**src/rtl/debug_ctrl_sequencer.sv**
```systemverilog
// Purpose: serialises one host debug command (start/stop/kill) over a core mask into per-core control messages; tracks per-core running/error state.
// Latency: accept at N, first message offered at N+2; start/kill cost 2 cycles per core, stop adds 1..TIMEOUT wait cycles per core.
// Backpressure: cmdReady only in IDLE (host holds cmdValid); message outputs held stable in SEND until msgReady.
module debug_ctrl_sequencer #(
  parameter int NCORES  = 16,
  parameter int SELF    = 1,
  parameter int TIMEOUT = 1000
) (
  input  logic              clock,
  input  logic              reset,
  input  logic              cmdValid,
  input  logic [1:0]        cmdType,
  input  logic [NCORES-1:0] cmdMask,
  output logic              cmdReady,
  output logic              msgValid,
  output logic [3:0]        msgDest,
  output logic [3:0]        msgType,
  input  logic              msgReady,
  input  logic              statusValid,
  input  logic [3:0]        statusSrc,
  input  logic              statusRunning,
  output logic [NCORES-1:0] runMask,
  output logic [NCORES-1:0] errMask,
  output logic              busy,
  output logic              done
);

  typedef enum logic [2:0] {IDLE, SCAN, SEND, WAIT, DONE} state_t;

  localparam logic [1:0]        CMD_START    = 2'd0;
  localparam logic [1:0]        CMD_STOP     = 2'd1;
  localparam logic [1:0]        CMD_KILL     = 2'd2;
  localparam logic [1:0]        CMD_NOP      = 2'd3;
  localparam logic [15:0]       SELF_BIT     = (SELF < 16) ? (16'd1 << SELF) : 16'd0;
  localparam logic [NCORES-1:0] SELF_MASK    = SELF_BIT[NCORES-1:0];
  localparam logic [15:0]       TIMEOUT_LAST = 16'(TIMEOUT - 1);

  state_t            state;
  state_t            stateNext;
  logic [1:0]        cmdTypeReg;
  logic [NCORES-1:0] pending;
  logic [3:0]        cur;
  logic [15:0]       waitCount;
  logic [3:0]        lowIdx;
  logic [15:0]       lowOneHot;
  logic [15:0]       curOneHot;
  logic [15:0]       srcOneHot;
  logic [NCORES-1:0] lowSel;
  logic [NCORES-1:0] curSel;
  logic [NCORES-1:0] srcSel;
  logic [NCORES-1:0] runMaskNext;
  logic              stopMatch;
  logic              timedOut;
  logic              sendAccept;

  // One-hot decodes; reports from indices beyond NCORES fall off the slice and are ignored
  assign lowOneHot  = 16'd1 << lowIdx;
  assign curOneHot  = 16'd1 << cur;
  assign srcOneHot  = 16'd1 << statusSrc;
  assign lowSel     = lowOneHot[NCORES-1:0];
  assign curSel     = curOneHot[NCORES-1:0];
  assign srcSel     = srcOneHot[NCORES-1:0];
  assign stopMatch  = statusValid && (statusSrc == cur) && !statusRunning;
  assign timedOut   = (waitCount == TIMEOUT_LAST);
  assign sendAccept = (state == SEND) && msgReady;
  assign msgDest    = cur;
  assign msgType    = {2'b00, cmdTypeReg};

  // Lowest-index pending core
  always_comb begin
    lowIdx = '0;
    for (int i = NCORES - 1; i >= 0; i--) begin
      if (pending[i]) lowIdx = 4'(i);
    end
  end

  // State register
  always_ff @(posedge clock) begin
    if (reset) state <= IDLE;
    else       state <= stateNext;
  end

  // Next-state and state-decoded outputs
  always_comb begin
    stateNext = state;
    cmdReady  = 1'b0;
    msgValid  = 1'b0;
    busy      = 1'b1;
    done      = 1'b0;
    case (state)
      IDLE: begin
        cmdReady = 1'b1;
        busy     = 1'b0;
        if (cmdValid) stateNext = SCAN;
      end
      SCAN: stateNext = (pending == '0) ? DONE : SEND;
      SEND: begin
        msgValid = 1'b1;
        if (msgReady) stateNext = (cmdTypeReg == CMD_STOP) ? WAIT : SCAN;
      end
      WAIT: if (stopMatch || timedOut) stateNext = SCAN;
      DONE: begin
        done      = 1'b1;
        stateNext = IDLE;
      end
      default: stateNext = IDLE;
    endcase
  end

  // Running mask: status reports first, then the sequencer's own write overrides the same bit
  always_comb begin
    runMaskNext = runMask;
    if (statusValid) begin
      if (statusRunning) runMaskNext = runMaskNext | srcSel;
      else               runMaskNext = runMaskNext & ~srcSel;
    end
    if (sendAccept && cmdTypeReg == CMD_START) runMaskNext = runMaskNext | curSel;
    if (sendAccept && cmdTypeReg == CMD_KILL)  runMaskNext = runMaskNext & ~curSel;
    if (state == WAIT && stopMatch)            runMaskNext = runMaskNext & ~curSel;
  end

  // Command latch, core selection, stop timer and status masks
  always_ff @(posedge clock) begin
    if (reset) begin
      cmdTypeReg <= CMD_START;
      pending    <= '0;
      cur        <= '0;
      waitCount  <= '0;
      runMask    <= '0;
      errMask    <= '0;
    end else begin
      runMask <= runMaskNext;
      case (state)
        IDLE: if (cmdValid) begin
          cmdTypeReg <= cmdType;
          pending    <= (cmdType == CMD_NOP) ? '0 : (cmdMask & ~SELF_MASK);
          errMask    <= '0;
        end
        SCAN: if (pending != '0) begin
          cur     <= lowIdx;
          pending <= pending & ~lowSel;
        end
        SEND: if (msgReady && cmdTypeReg == CMD_STOP) waitCount <= '0;
        WAIT: if (!stopMatch) begin
          if (timedOut) errMask <= errMask | curSel;
          else          waitCount <= waitCount + 16'd1;
        end
        default: ;
      endcase
    end
  end

endmodule

```
**config.mk**
```make
export PLATFORM = sky130hd
export DESIGN_NAME = debug_ctrl_sequencer
export DESIGN_NICKNAME = d
export VERILOG_FILES = /design/src/rtl/debug_ctrl_sequencer.sv
export SDC_FILE = /design/constraint.sdc
export NUM_CORES = 1
export LEC_CHECK = 0
export ABC_AREA = 1
export CAP_MARGIN = 30
export CORE_MARGIN = 4
export CORE_UTILIZATION = 35
export CTS_CLUSTER_SIZE = 16
export DETAILED_ROUTE_END_ITERATION = 7
export GPL_TIMING_DRIVEN = 1
export SYNTH_ARGS = -nofsm -noshare
export SYNTH_HDL_FRONTEND = slang
export SYNTH_SLANG_ARGS = --single-unit
export TNS_END_PERCENT = 30
```
**constraint.sdc**
```tcl
create_clock -name clock -period 2.48 [get_ports clock]
set_clock_uncertainty 0.15 [all_clocks]
set_input_delay 0.62 -clock clock [delete_from_list [all_inputs] [get_ports clock]]
set_output_delay 0.62 -clock clock [all_outputs]
set_load 0.1 [all_outputs]
```
# Word-level counts from Yosys, hierarchy flattened
# Index checks and enable logic that the tools add are counted.
# totals
reg_bits	73
input_bits	28
word_cells	103
# op_classes
bitwise	10
shift	3
reduce_logical	22
addsub	1
eq_ne	17
muxes	43
# op_table
cell	n
two-way mux 16 bit	14
one-hot mux 16 bit (2 select lines)	3
bitwise AND 16 bit	4
two-way mux 4 bit	16
inverter 16 bit	3
OR 16 bit	3
left shift 1 x 4 -> 16 bit, first input constant	3
adder 16 x 1 -> 16 bit, second input constant	1
== test 16 x 10 -> 1 bit, second input constant	1
logical NOT 16 bit	1
nonzero test 16 bit	1
inequality test 2 bit, second input constant	7
two-way mux 3 bit	4
one-hot mux 3 bit (4 select lines)	1
AND reduction 4 bit	2
logical AND 1 bit	7
== test 3 x 2 -> 1 bit, second input constant	2
AND reduction 3 bit	2
nonzero test 2 bit	3
== test 2 bit, second input constant	2
== test 4 bit	1
two-way mux 1 bit	4
AND reduction 2 bit	2
== test 3 x 1 -> 1 bit, second input constant	1
8 further kinds	8

# Longest topological paths before layout
# depth
word_depth	21
ltp_mapped	19
depth_no_buf	19

# Worst setup path after synthesis
# OpenSTA, ideal clock, no wires.
# synth_timing
kind	register to register
start	register state[1]
end	register pending[9]
n_path_buf	1
stages_incl_launch_ff	10
arrival_time_ns	3.360
setup_time_ns	0.120
path_slack_ns	-1.150
cell_sequence	dfxtp_1 -> nor3_2 -> inv_2 -> nor2_1 -> inv_2 -> o211ai_2 -> inv_2 -> buf_2 -> o21ai_0 -> a21oi_1
# synth_between
elab_chain_len	3
elab_cells_between_ends	7
classes_between	eq/ne (3); mux (1); reduce/logical (3)
# synth_rtl
item	line_no	text
from (decl)	38	state_t state;
from (signal assigned)	80	else state <= stateNext;
== test 3 x 1 -> 1 bit or logical NOT 3 bit (tied branches)	133	case (state)
inequality test 2 bit (no line) or nonzero test 2 bit (tied branches)	-	
AND reduction 3 bit (no line)	-	
to (signal assigned)	136	pending <= (cmdType == CMD_NOP) ? '0 : (cmdMask & ~SELF_MASK);
to (signal assigned)	141	pending <= pending & ~lowSel;
to (decl)	41	logic [NCORES-1:0] pending;
# Parallel ways exist; a longest one is shown, timed or not.
# A chain may end at the register's enable or synchronous reset.

# Worst setup path after layout
# layout_timing
start	input statusSrc[0]
end	register waitCount[15]
# layout_between
elab_chain_len	5
# layout_rtl
item	line_no	text
from (decl)	20	input logic [3:0] statusSrc,
== test 4 bit	63	assign stopMatch = statusValid && (statusSrc == cur) && !statusRunning;
logical AND 1 bit (2 in a row)	63	
inequality test 2 bit (no line)	-	
AND reduction 4 bit (no line)	-	
to (signal assigned)	146	else waitCount <= waitCount + 16'd1;
to (decl)	43	logic [15:0] waitCount;
# No other way between the ends.

==> results.py <==
metrics = {
    "power": {
        "power.leakage_nw": 2.03,
        "irDropWorstVdd_uv": 866,
        "p_per_area_mw_per_mm2": 1130,
    },
    "cells_and_area": {
        "drive_above_1_share_pct": 19.8,
        "area_growth_pct": 34.1,
        "final_cell_mix": "78 x nand2_1, 71 x inv_1, 70 x dfxtp_1, 66 x buf_4, 54 x a21oi_1",
        "final_area_mm2": 0.00513,
        "fill_cells": 1078,
        "diodes": 0,
        "nNetsFinal": 661,
        "layout_commonest_cell": "nand2_1",
    },
    "sta": {
        "whs_ns": 0.298,
        "fin_crit_ns": 2.33,
        "drv_slew": 0,
        "tightestPinTransition_ns": 0.526,
        "rsz0062_at_grt": "true",
        "post-route-period-util_pct": 93.8,
        "setup_viol": 0,
        "max_freq_ghz": 0.430,
        "final-hold-violation-count": 0,
        "slew_headroom_pct": 64.8,
    },
    "clock_tree": {
        "cts_tree": "done",
        "cts.sinks": 73,
        "clock_path_buffers": 2,
        "numCtsBuffers": 9,
        "clk_pin_slew_ns": 0.08,
        "ctsHoldBuffers": 0,
        "h-tree-depth": 3,
        "clock_latency_ns": 0.35,
        "cts_root_buf": "clkbuf_8",
    },
    "floorplanning": {
        "initial_core_util_pct": 36.4,
        "die_y_um": 113,
        "rows": 37,
        "coreArea_mm2": 0.0105,
        "io-pin-count": 72,
        "die_x_um": 113,
        "die_area_mm2": 0.0127,
    },
    "worst_setup_path": {
        "crit_type": "input port to flop",
        "endpoint": "waitCount[15]",
        "cp_slowest_cell": "clkdlybuf4s50_1",
        "cp.required_ns": 2.58,
        "start_kind": "input port",
        "r2r_slack_ns": 0.36,
        "worst-path-stages": 13,
        "r2r_end": "pending[12]",
        "cpPeakStageDelay_ns": 0.51,
        "crit_path_max_fanout": 4,
        "end_kind": "flop",
        "critical_path.cell_chain": "clkdlybuf4s50_1 > inv_2 > o22ai_1 > a21oi_1 > nand3_1 > nand3_2 > nand2_4 > nand2_2 > nor2_4 > nand4_2 > nor2_1 > nand2_1 > and3_1",
        "r2r_cells": 12,
        "crit_start": "statusSrc[0]",
        "arrival_ns": 2.42,
        "cp_num_buf_inv": 2,
        "critical-path-top-delay-family": "simple AND/OR/NAND/NOR gates",
        "reg2reg_from": "pending[0]",
    },
    "routing": {
        "vias": 3938,
        "final_antenna_net_count": 0,
        "drt_iter0_markers": 194,
        "finalWirelength_um": 10800,
        "drc": 0,
        "route.detailed.wl_per_inst_um": 13.9,
        "first_pass_iters": 4,
        "viasPerCell": 5.09,
    },
    "logic_synthesis": {
        "synth_edf_count": 0,
        "synth_cell_type_count": 41,
        "netlist_area_mm2": 0.00383,
        "syn_inst": 542,
        "ys_ff_latch": 73,
        "ys_async_sr_fraction_pct": 0,
        "synth_area_per_cell_um2": 7.06,
        "synth_ff_type": "dfxtp_1",
        "ys_warn_count": 0,
        "seq_area_frac_synth_pct": 38.2,
    },
    "placement": {
        "place.gp.congestion": 0.897,
        "dp_hpwl_um": 8050,
        "post_dp_cell_area_mm2": 0.00482,
        "place.port_buffers": 68,
    },
    "grt": {
        "grt_pass1_wl_um": 18300,
        "antenna_found_initial": 0,
        "grt_overflow": 0,
        "grt_max_degree": 24,
        "track_usage_pct": 17.3,
        "grt_pass1_vias": 3808,
    },
    "flow_run": {
        "drv_cap": 0,
    },
    "outcome": {
        "outcome": "complete, no violations",
    },
    "hold_path": {
        "hold_path_class": "flop to flop",
    },
}
==> worst reg2reg max path, cell delays in order, from the launching register on <==
cell and delay (ns):
dfxtp_1 0.30, inv_1 0.12, nand2_1 0.10, nor3_1 0.20
inv_2 0.07, nor2_1 0.12, nand3_1 0.11, nor2_1 0.16
inv_1 0.09, o211ai_4 0.16, buf_4 0.22, a31oi_1 0.06
a21oi_1 0.18
==> worst min path at each step <==
stage           startpoint           to  slack [ns]  cells after the start
5_1_grt        errMask[11]  errMask[11]        0.33                      2
2_1_floorplan   pending[1]   pending[1]        0.27                      2
3_5_place_dp    pending[1]   pending[1]        0.29                      2
3_3_place_gp    pending[1]   pending[1]        0.28                      2
6_report        pending[1]   pending[1]        0.30                      2
4_1_cts         pending[1]   pending[1]        0.30                      2
==> metal layers <==
layer,GRT usage (%),share of wire (%),vias up,wire length [um]
li1,-,-,2039,-
met1,23.5,48,1787,5180
met2,27.1,45,97,4880
met3,3.02,4.9,15,528
met4,6.73,1.7,0,188
met5,0,0,-,0
==> layout make-up <==
cell class / instances / area [um^2] / share of cell area, %
tap: 136 / 170 / 3.32
clock inverter: 7 / 143 / 2.78
sequential: 73 / 1470 / 28.6
timing repair buffer: 100 / 918 / 17.9
inverter: 82 / 315 / 6.14
multi-input combinational: 366 / 2000 / 38.9
clock buffer: 9 / 124 / 2.41
==> repair_timing <==
action,CTS,global route
setup endpoints to repair,0,20
setup buffers,0,4
gates resized for setup,0,5
==> where the power goes <==
| part | internal, mW | switching (mW) |
|---|---|---|
| registers | 1.35 | 0.163 |
| clock network | 0.772 | 0.473 |
| logic | 0.941 | 2.09 |
==> cell families (layout without fill, tap and decap cells) <==
group / Yosys count / in the layout / share of synthesized area, %
AO/OA/AOI/OAI: 161 / 161 / 25.3
XOR/XNOR: 2 / 2 / 0.458
adder cells (fa/ha/maj): 1 / 1 / 0.327
buffers and inverters: 104 / 198 / 10.8
flip-flops: 73 / 73 / 38.2
other: 1 / 2 / 0.0980
AND/OR/NAND/NOR: 200 / 200 / 24.8
==> registers in the layout, indices dropped and copies added (netlist names) <==
register    cells
msgDest         4
waitCount      16
cmdTypeReg      2
state           3
runMask        16
pending        16
errMask        16
==> synthesized netlist by cell type, drive strengths merged, types with 2 or more instances <==
master	instances	area [um^2]
nand4	12	81.3
a21oi	55	279
nor2	54	213
xor2	2	17.5
o21ai	44	220
dfxtp	73	1460
nor3b	2	15.0
nor3	18	133
clkbuf	12	45.0
nor4	3	33.8
o21bai	4	30.0
inv	82	308
nand3	28	145
o31ai	7	52.6
a211oi	19	143
a31oi	17	113
a221oi	10	87.6
nand2	82	323
buf	10	60.1
==> metrics by stage <==
step	util [%]	std cells	total power [mW]	setup TNS, ns	setup slack (ns)
floorplan	-	543	3.64	-2.31	-0.127
detailed placement	45.9	753	4.45	-1.89	-0.216
global route	48.8	773	6.15	-0.00566	-0.00566
finish	48.8	773	5.78	0	0.153
CTS	48.4	769	5.71	0	0.149
global placement	45.9	753	4.41	-1.70	-0.171
No activity file was read; power rests on OpenSTA's default activity.
